`config.mk`:
```
export PLATFORM = sky130hd
export DESIGN_NAME = regfile_wb_arbiter
export DESIGN_NICKNAME = d
export VERILOG_FILES = /design/src/rtl/regfile_wb_arbiter.sv
export SDC_FILE = /design/constraint.sdc
export NUM_CORES = 1
export LEC_CHECK = 0
export CAP_MARGIN = 20
export CORE_MARGIN = 4
export CORE_UTILIZATION = 43
export DETAILED_ROUTE_END_ITERATION = 16
export PLACE_DENSITY = 0.85
export SYNTH_ARGS = -nofsm -noshare
export SYNTH_HDL_FRONTEND = slang
export SYNTH_SLANG_ARGS = --single-unit
```
`constraint.sdc`:
```
create_clock -name clk -period 4.2 [get_ports clk]
set_input_delay 0.42 -clock clk [delete_from_list [all_inputs] [get_ports clk]]
set_output_delay 0.42 -clock clk [all_outputs]
set_load 0.02 [all_outputs]
```
`src/rtl/regfile_wb_arbiter.sv`:
```
// regfile_wb_arbiter: owns the single register-file write port and shares it
// between ALU writeback and load writeback using valid/ready handshakes.
// After reset it zeroes x1..x(NREGS-1) before serving any requester.
// Optional macro RR_ARB_EN: resolve conflicts round-robin instead of the
// default mem-first priority with an ALU starvation guard.
module regfile_wb_arbiter #(
  parameter int XLEN       = 32,
  parameter int NREGS      = 32,
  parameter int STARVE_MAX = 4,
  localparam int AW        = $clog2(NREGS)
) (
  input  logic            clk,
  input  logic            rst,
  input  logic            alu_valid,
  output logic            alu_ready,
  input  logic [AW-1:0]   alu_rd,
  input  logic [XLEN-1:0] alu_data,
  input  logic            mem_valid,
  output logic            mem_ready,
  input  logic [AW-1:0]   mem_rd,
  input  logic [XLEN-1:0] mem_data,
  output logic            we,
  output logic [AW-1:0]   wrAddr,
  output logic [XLEN-1:0] wrData,
  output logic            busy
);

  typedef enum logic {CLEAR, RUN} state_t;

  state_t          state_q, state_d;
  logic [AW-1:0]   cnt_q, cnt_d;
  logic [AW-1:0]   addr_q, addr_d;
  logic [XLEN-1:0] data_q, data_d;
  logic            we_q, we_d;
  logic            busy_q, busy_d;
  logic            conflict;
  logic            alu_pri;
  logic            alu_fire;
  logic            mem_fire;

`ifdef RR_ARB_EN
  // 0 = ALU wins the next conflict, 1 = mem wins it.
  logic rr_q, rr_d;
`else
  localparam int SW = (STARVE_MAX > 0) ? $clog2(STARVE_MAX + 1) : 1;
  logic [SW-1:0] starve_q, starve_d;
`endif

  // Grant decision: ready is combinational from valid and state, one-hot at most.
  always_comb begin
    conflict  = (state_q == RUN) && alu_valid && mem_valid;
`ifdef RR_ARB_EN
    alu_pri   = ~rr_q;
`else
    alu_pri   = (starve_q == SW'(STARVE_MAX));
`endif
    alu_ready = 1'b0;
    mem_ready = 1'b0;
    if (state_q == RUN) begin
      if (conflict) begin
        alu_ready = alu_pri;
        mem_ready = ~alu_pri;
      end else begin
        alu_ready = alu_valid;
        mem_ready = mem_valid;
      end
    end
  end

  assign alu_fire = alu_valid && alu_ready;
  assign mem_fire = mem_valid && mem_ready;

  // Next-state: clear sequencing, write-port staging and arbitration history.
  always_comb begin
    state_d = state_q;
    cnt_d   = cnt_q;
    we_d    = 1'b0;
    addr_d  = addr_q;
    data_d  = data_q;
    busy_d  = (state_q == CLEAR);
`ifdef RR_ARB_EN
    rr_d    = rr_q;
`else
    starve_d = starve_q;
`endif
    case (state_q)
      CLEAR: begin
        we_d   = 1'b1;
        addr_d = cnt_q;
        data_d = '0;
        cnt_d  = cnt_q + AW'(1);
        if (cnt_q == AW'(NREGS - 1)) state_d = RUN;
      end
      RUN: begin
        // rd==0 is accepted but discarded; the port keeps its last address/data.
        if (alu_fire) begin
          if (alu_rd != '0) begin
            we_d   = 1'b1;
            addr_d = alu_rd;
            data_d = alu_data;
          end
        end else if (mem_fire) begin
          if (mem_rd != '0) begin
            we_d   = 1'b1;
            addr_d = mem_rd;
            data_d = mem_data;
          end
        end
`ifdef RR_ARB_EN
        if (conflict) rr_d = ~rr_q;
`else
        if (alu_fire)      starve_d = '0;
        else if (conflict) starve_d = starve_q + SW'(1);
`endif
      end
      default: state_d = CLEAR;
    endcase
  end

  // State register; reset restarts the clear sequence and drops any staged write.
  always_ff @(posedge clk) begin
    if (rst) begin
      state_q <= CLEAR;
      cnt_q   <= AW'(1);
      we_q    <= 1'b0;
      addr_q  <= '0;
      data_q  <= '0;
      busy_q  <= 1'b1;
`ifdef RR_ARB_EN
      rr_q    <= 1'b0;
`else
      starve_q <= '0;
`endif
    end else begin
      state_q <= state_d;
      cnt_q   <= cnt_d;
      we_q    <= we_d;
      addr_q  <= addr_d;
      data_q  <= data_d;
      busy_q  <= busy_d;
`ifdef RR_ARB_EN
      rr_q    <= rr_d;
`else
      starve_q <= starve_d;
`endif
    end
  end

  assign we     = we_q;
  assign wrAddr = addr_q;
  assign wrData = data_q;
  assign busy   = busy_q;

endmodule
```
==> results.json, run 1 <==
{
  "skew_ns": 0.00699,
  "r2r_start": "starve_q[0]",
  "track_usage": 0.200,
  "clock.fmax_ghz": 0.316,
  "drv_cap": 0,
  "layout-drive-gt1-share": 0.119,
  "grt_pass1_wl_um": 10400,
  "grt_antenna_before_repair": 0,
  "syn_avg_cell_area_um2": 8.87,
  "drc_errors": 0,
  "final_cell_mix": "118 x clkdlybuf4s50_1, 48 x dfxtp_1, 40 x nand2_1, 39 x a21oi_1, 15 x o22a_1",
  "cts_max_level": 2,
  "reg2reg_setup_slack_ns": 1.12,
  "final_antenna_net_count": 0,
  "die_w_um": 82.5,
  "seqCellArea_um2": 961,
  "ys_warn_count": 0,
  "overflow": 0,
  "hpwl_um": 4990,
  "ctsResizeCount": 0,
  "power_density_nw_per_um2": 249,
  "holdPathEnd": "wrData[8]",
  "netlist_area_um2": 2380,
  "fin_nets": 458,
  "dieHeight_um": 82.5,
  "synth_cell_types": 41,
  "clk_path_buf_depth": 2,
  "hp-start": "wrData[8]",
  "r2r_cells": 8,
  "crit_type": "in2out",
  "cts_root_buf": "clkbuf_8",
  "multi_input_area_um2": 1280,
  "cp_data_arrival_time_ns": 2.75,
  "n_fill_cell": 395,
  "grt_max_degree": 37,
  "fin_setup_tns_ns": 0,
  "die-area_um2": 6800,
  "min_period_ns": 3.17,
  "routed_wl_um": 6990,
  "slowest_stage": "clkdlybuf4s50_1",
  "cp_max_fo": 36,
  "max_stage_delay_ns": 0.71,
  "final_common_cell": "clkdlybuf4s50_1",
  "dr.first_iter.drc_count": 58,
  "crit_top_cell": "clkdlybuf4s50_1",
  "pin_count": 119,
  "slew_headroom": 0.425,
  "diodes": 0,
  "rows": 26,
  "post-route-util": 0.702,
  "hold_path_class": "reg2reg",
  "required_ns": 3.78,
  "final_hold_viol_count": 0,
  "netlist_instances": 269,
  "grt_setup_unrepaired": "no",
  "cts_tree": "built",
  "grt_pass1_vias": 2206,
  "finalWeightedCongestion": 0.817,
  "worstSetupStartpointType": "input pin",
  "status": "finished clean",
  "finalSetupViolCount": 0,
  "leakage_nw": 1.35,
  "ys_ff_latch": 48,
  "rr_endpoint": "wrData[6]",
  "vias": 2342,
  "crit_chain": "clkdlybuf4s50_1, a21bo_2, nand3_4, inv_2, clkdlybuf4s50_1",
  "io_buffers": 118,
  "worst-slew-pin-transition_ns": 0.859,
  "dr.pass1.iters": 4,
  "cts-buffers-inserted": 5,
  "slew_violations": 0,
  "core_area_um2": 5240,
  "whs_path_depth": 2,
  "clk_pin_slew_ns": 0.08,
  "synth.net_count": 351,
  "postCtsSetupBuffers": 0,
  "final.period_utilization": 0.754,
  "cp-end-kind": "primary output",
  "post_drt_wl_per_cell_um": 15.6,
  "via_per_inst": 5.24,
  "peakVddDrop_uv": 136,
  "holdBufCountCts": 0,
  "cpLargestDelayFamily": "buffers and inverters",
  "clock-sinks": 48,
  "clock_latency_ns": 0.30,
  "syn_to_final_growth_pct": 54.2,
  "ys_seq_area_frac": 0.403,
  "initial_core_util": 0.455,
  "critPathBufInv": 3
}
power breakdown:
part	internal [mW]	total [mW]	leakage (nW)	switching, mW
sequential	0.462	0.467	0.388	0.00581
combinational	0.0860	0.123	0.909	0.0371
clock	0.176	0.325	0.0541	0.149
total	0.724	0.915	1.35	0.192
worst max path at each step:
stage / from / cells after the start / to
after detailed placement: mem_valid / 7 / wrData[6]
after global routing: starve_q[0] / 8 / wrData[6]
final: mem_valid / 5 / alu_ready
after global placement: mem_valid / 7 / wrData[6]
after CTS: starve_q[0] / 6 / alu_ready
after floorplan: starve_q[0] / 8 / wrData[24]
state kept, by name (all words and copies together), names as in the netlist:
name,flops
busy,1
cnt_q,5
starve_q,3
state_q,1
we,1
wrAddr,5
wrData,32
cell type report:
class / instances / share of cell area
inverter: 6 / 0.00612
clock inverter: 3 / 0.0116
multi-input combinational: 194 / 0.349
sequential: 48 / 0.261
clock buffer: 5 / 0.0187
tap: 70 / 0.0238
timing repair buffer: 121 / 0.329
through the flow:
step	setup WS (ns)	hold WS [ns]	cells	total power, mW	area (um2)
after floorplan	2.42	0.490	269	0.512	2380
after global placement	0.862	0.457	438	0.599	3550
after detailed placement	0.794	0.466	438	0.600	3550
after CTS	1.01	0.477	446	0.925	3660
after global routing	0.834	0.485	447	0.955	3680
final	1.03	0.476	447	0.915	3680
cell families (layout without fill, tap and decap cells):
family / Yosys count / in the layout / share of synthesized area
AO/OA/AOI/OAI: 86 / 86 / 0.248
AND/OR/NAND/NOR: 82 / 82 / 0.173
adder cells (fa/ha/maj): 4 / 4 / 0.0210
XOR/XNOR: 5 / 5 / 0.0184
buffers and inverters: 27 / 135 / 0.0588
flip-flops: 48 / 48 / 0.403
multiplexers: 17 / 17 / 0.0782
metal layers:
metal | wire length, um | track usage | vias to the layer above | part of all wire
li1 | - | - | 1188 | -
met3 | 857 | 0.0792 | 7 | 0.12
met2 | 3160 | 0.351 | 94 | 0.45
met4 | 66 | 0.0598 | 0 | 0.0094
met1 | 2900 | 0.220 | 1053 | 0.42
met5 | 0 | 0 | - | 0
Yosys cell counts, drive strengths merged:
library cell	instances	share of area
inv	6	0.0094
and3	1	0.0026
a211oi	4	0.021
nand2	40	0.063
o221ai	1	0.0037
a21oi	40	0.086
dfxtp	48	0.40
nand3	5	0.016
or4	1	0.0047
clkbuf	6	0.0094
nand3b	1	0.0047
nor2b	2	0.0052
a21bo	1	0.0042
ha	4	0.021
nor3b	1	0.0052
a22o	3	0.011
mux2	13	0.061
nor3	4	0.0084
nand4	13	0.034
nand2b	2	0.0052
xor2	3	0.011
o22a	19	0.072
o22ai	1	0.0084
nor4	1	0.0026
o21a	1	0.0037
o21ai	15	0.035
xnor2	2	0.0073
a221oi	1	0.0037
nor2	11	0.022
buf	15	0.040
mux2i	4	0.017
worst register-to-register path, stage by stage (launching register included):
cell	delay (ns)
dfxtp_1	0.32
inv_1	0.09
ha_1	0.19
a21bo_2	0.18
nand3_4	0.37
inv_2	0.58
nand3b_2	0.47
o22ai_4	0.58
o22a_2	0.25
(Power assumes the default switching activity.)
==> inputs of run 2 (changes only) <==
--- a/config.mk
+++ b/config.mk
@@ -7,9 +7,9 @@
 export LEC_CHECK = 0
 export CAP_MARGIN = 20
 export CORE_MARGIN = 4
-export CORE_UTILIZATION = 43
+export CORE_UTILIZATION = 40
 export DETAILED_ROUTE_END_ITERATION = 16
-export PLACE_DENSITY = 0.85
+export PLACE_DENSITY = 0.8
 export SYNTH_ARGS = -nofsm -noshare
 export SYNTH_HDL_FRONTEND = slang
 export SYNTH_SLANG_ARGS = --single-unit
==> constraint.sdc (replaced) <==
create_clock -name clk -period 3.2 [get_ports clk]
set_input_delay 0.32 -clock clk [delete_from_list [all_inputs] [get_ports clk]]
set_output_delay 0.32 -clock clk [all_outputs]
set_load 0.02 [all_outputs]
==> run 2 against run 1 <==
Die area increased by 6.8%; sequential power increased by 31%; sequential share of layout area decreased by 0.40 points; combinational power increased by 32%; sequential cell count unchanged; clock-buffer cell count unchanged; largest power group unchanged.
==> results.json, run 2 (synthesized netlist as in run 1, its figures left out) <==
{
  "initial_core_util": 0.423,
  "ctsResizeCount": 0,
  "power.total_mw": 1.28,
  "worstSetupStartpointType": "flip-flop",
  "finalSetupViolCount": 0,
  "largest_reg_flops": 32,
  "grt_max_degree": 31,
  "cp-end-kind": "primary output",
  "fin_nets": 463,
  "track_usage": 0.191,
  "cts_root_buf": "clkbuf_8",
  "layout-drive-gt1-share": 0.129,
  "final.period_utilization": 0.806,
  "fin_setup_tns_ns": 0,
  "seqCellArea_um2": 961,
  "min_period_ns": 2.58,
  "final_common_cell": "clkdlybuf4s50_1",
  "rows": 27,
  "clk_path_buf_depth": 2,
  "crit_type": "reg2out",
  "finalWeightedCongestion": 0.872,
  "hpwl_um": 5260,
  "whs_path_depth": 2,
  "clock-sinks": 48,
  "skew_ns": 0.00893,
  "cp_data_arrival_time_ns": 2.26,
  "post_drt_wl_per_cell_um": 15.8,
  "final_antenna_net_count": 0,
  "final_cell_mix": "118 x clkdlybuf4s50_1, 48 x dfxtp_1, 40 x nand2_1, 39 x a21oi_1, 15 x o22a_1",
  "required_ns": 2.88,
  "status": "finished clean",
  "r2r_cells": 9,
  "clock.fmax_ghz": 0.388,
  "clock_latency_ns": 0.30,
  "via_per_inst": 5.29,
  "peakVddDrop_uv": 236,
  "power_density_nw_per_um2": 343,
  "syn_to_final_growth_pct": 56.6,
  "dr.first_iter.drc_count": 71,
  "worst-slew-pin-transition_ns": 0.768,
  "post-route-util": 0.662,
  "hold_path_class": "reg2reg",
  "slew_headroom": 0.488,
  "grt_pass1_vias": 2363,
  "die-area_um2": 7260,
  "pin_count": 119,
  "routed_wl_um": 7180,
  "hold_slack_ns": 0.479,
  "overflow": 0,
  "die_w_um": 85.2,
  "clk_pin_slew_ns": 0.08,
  "grt_pass1_wl_um": 11400,
  "final_hold_viol_count": 0,
  "cts_tree": "built",
  "cts_max_level": 2,
  "diodes": 0,
  "grt_antenna_before_repair": 0,
  "n_fill_cell": 456,
  "io_buffers": 118,
  "vias": 2396,
  "slew_violations": 0,
  "dieHeight_um": 85.2,
  "holdBufCountCts": 0,
  "multi_input_area_um2": 1280,
  "drv_cap": 0,
  "core_area_um2": 5640,
  "postCtsSetupBuffers": 0,
  "dr.pass1.iters": 4,
  "cts-buffers-inserted": 5,
  "cp_max_fo": 22,
  "drc_errors": 0,
  "leakage_nw": 1.39,
  "grt_setup_unrepaired": "no"
}
run 2: changes by cell type in the layout (fill, tap and decap cells not counted), sizes merged:
| cell | change |
|---|---|
| buf | +5 |
| bufinv | +1 |
| clkinv | -1 |
| clkinvlp | -1 |
run 2: path summary, 6_finish.rpt:
check	from	to	slack, ns
worst min-delay path	wrData[8]	wrData[8]	0.48
worst max register to register	starve_q[0]	wrData[2]	0.88
worst min register to register	wrData[8]	wrData[8]	0.48
worst max-delay path	starve_q[0]	alu_ready	0.62
run 2: worst max-delay path, stage by stage, from the launching register on:
cell	delay, ns
dfxtp_1	0.33
inv_1	0.08
ha_1	0.18
a21bo_2	0.18
nand3_4	0.23
inv_2	0.29
clkdlybuf4s50_1	0.67
run 2: metal layers:
metal / part of all wire / global-route usage
met3: 0.12 / 0.0845
met4: 0.017 / 0.0489
met2: 0.45 / 0.309
met5: 0 / 0
met1: 0.41 / 0.233
run 2: through the flow:
stage               setup WS [ns]  cells  cell area, um2
global placement            0.557    445            3590
detailed placement          0.491    445            3590
finish                      0.622    453            3730
CTS                         0.615    452            3720
global route                0.473    453            3730
floorplan                    1.42    269            2380
run 2: power breakdown:
part           total [mW]  leakage (nW)  switching (mW)  internal (mW)
clock network       0.503        0.0642           0.196          0.308
registers           0.614         0.388         0.00761          0.606
logic               0.162         0.934          0.0492          0.113
run 2: final cells by class:
| class | count | share of cell area |
|---|---|---|
| Multi-Input combinational cell | 194 | 0.344 |
| Clock buffer | 5 | 0.0184 |
| Timing Repair Buffer | 126 | 0.334 |
| Clock inverter | 2 | 0.0161 |
| Sequential cell | 48 | 0.257 |
| Tap cell | 72 | 0.0241 |
| Inverter | 6 | 0.00603 |
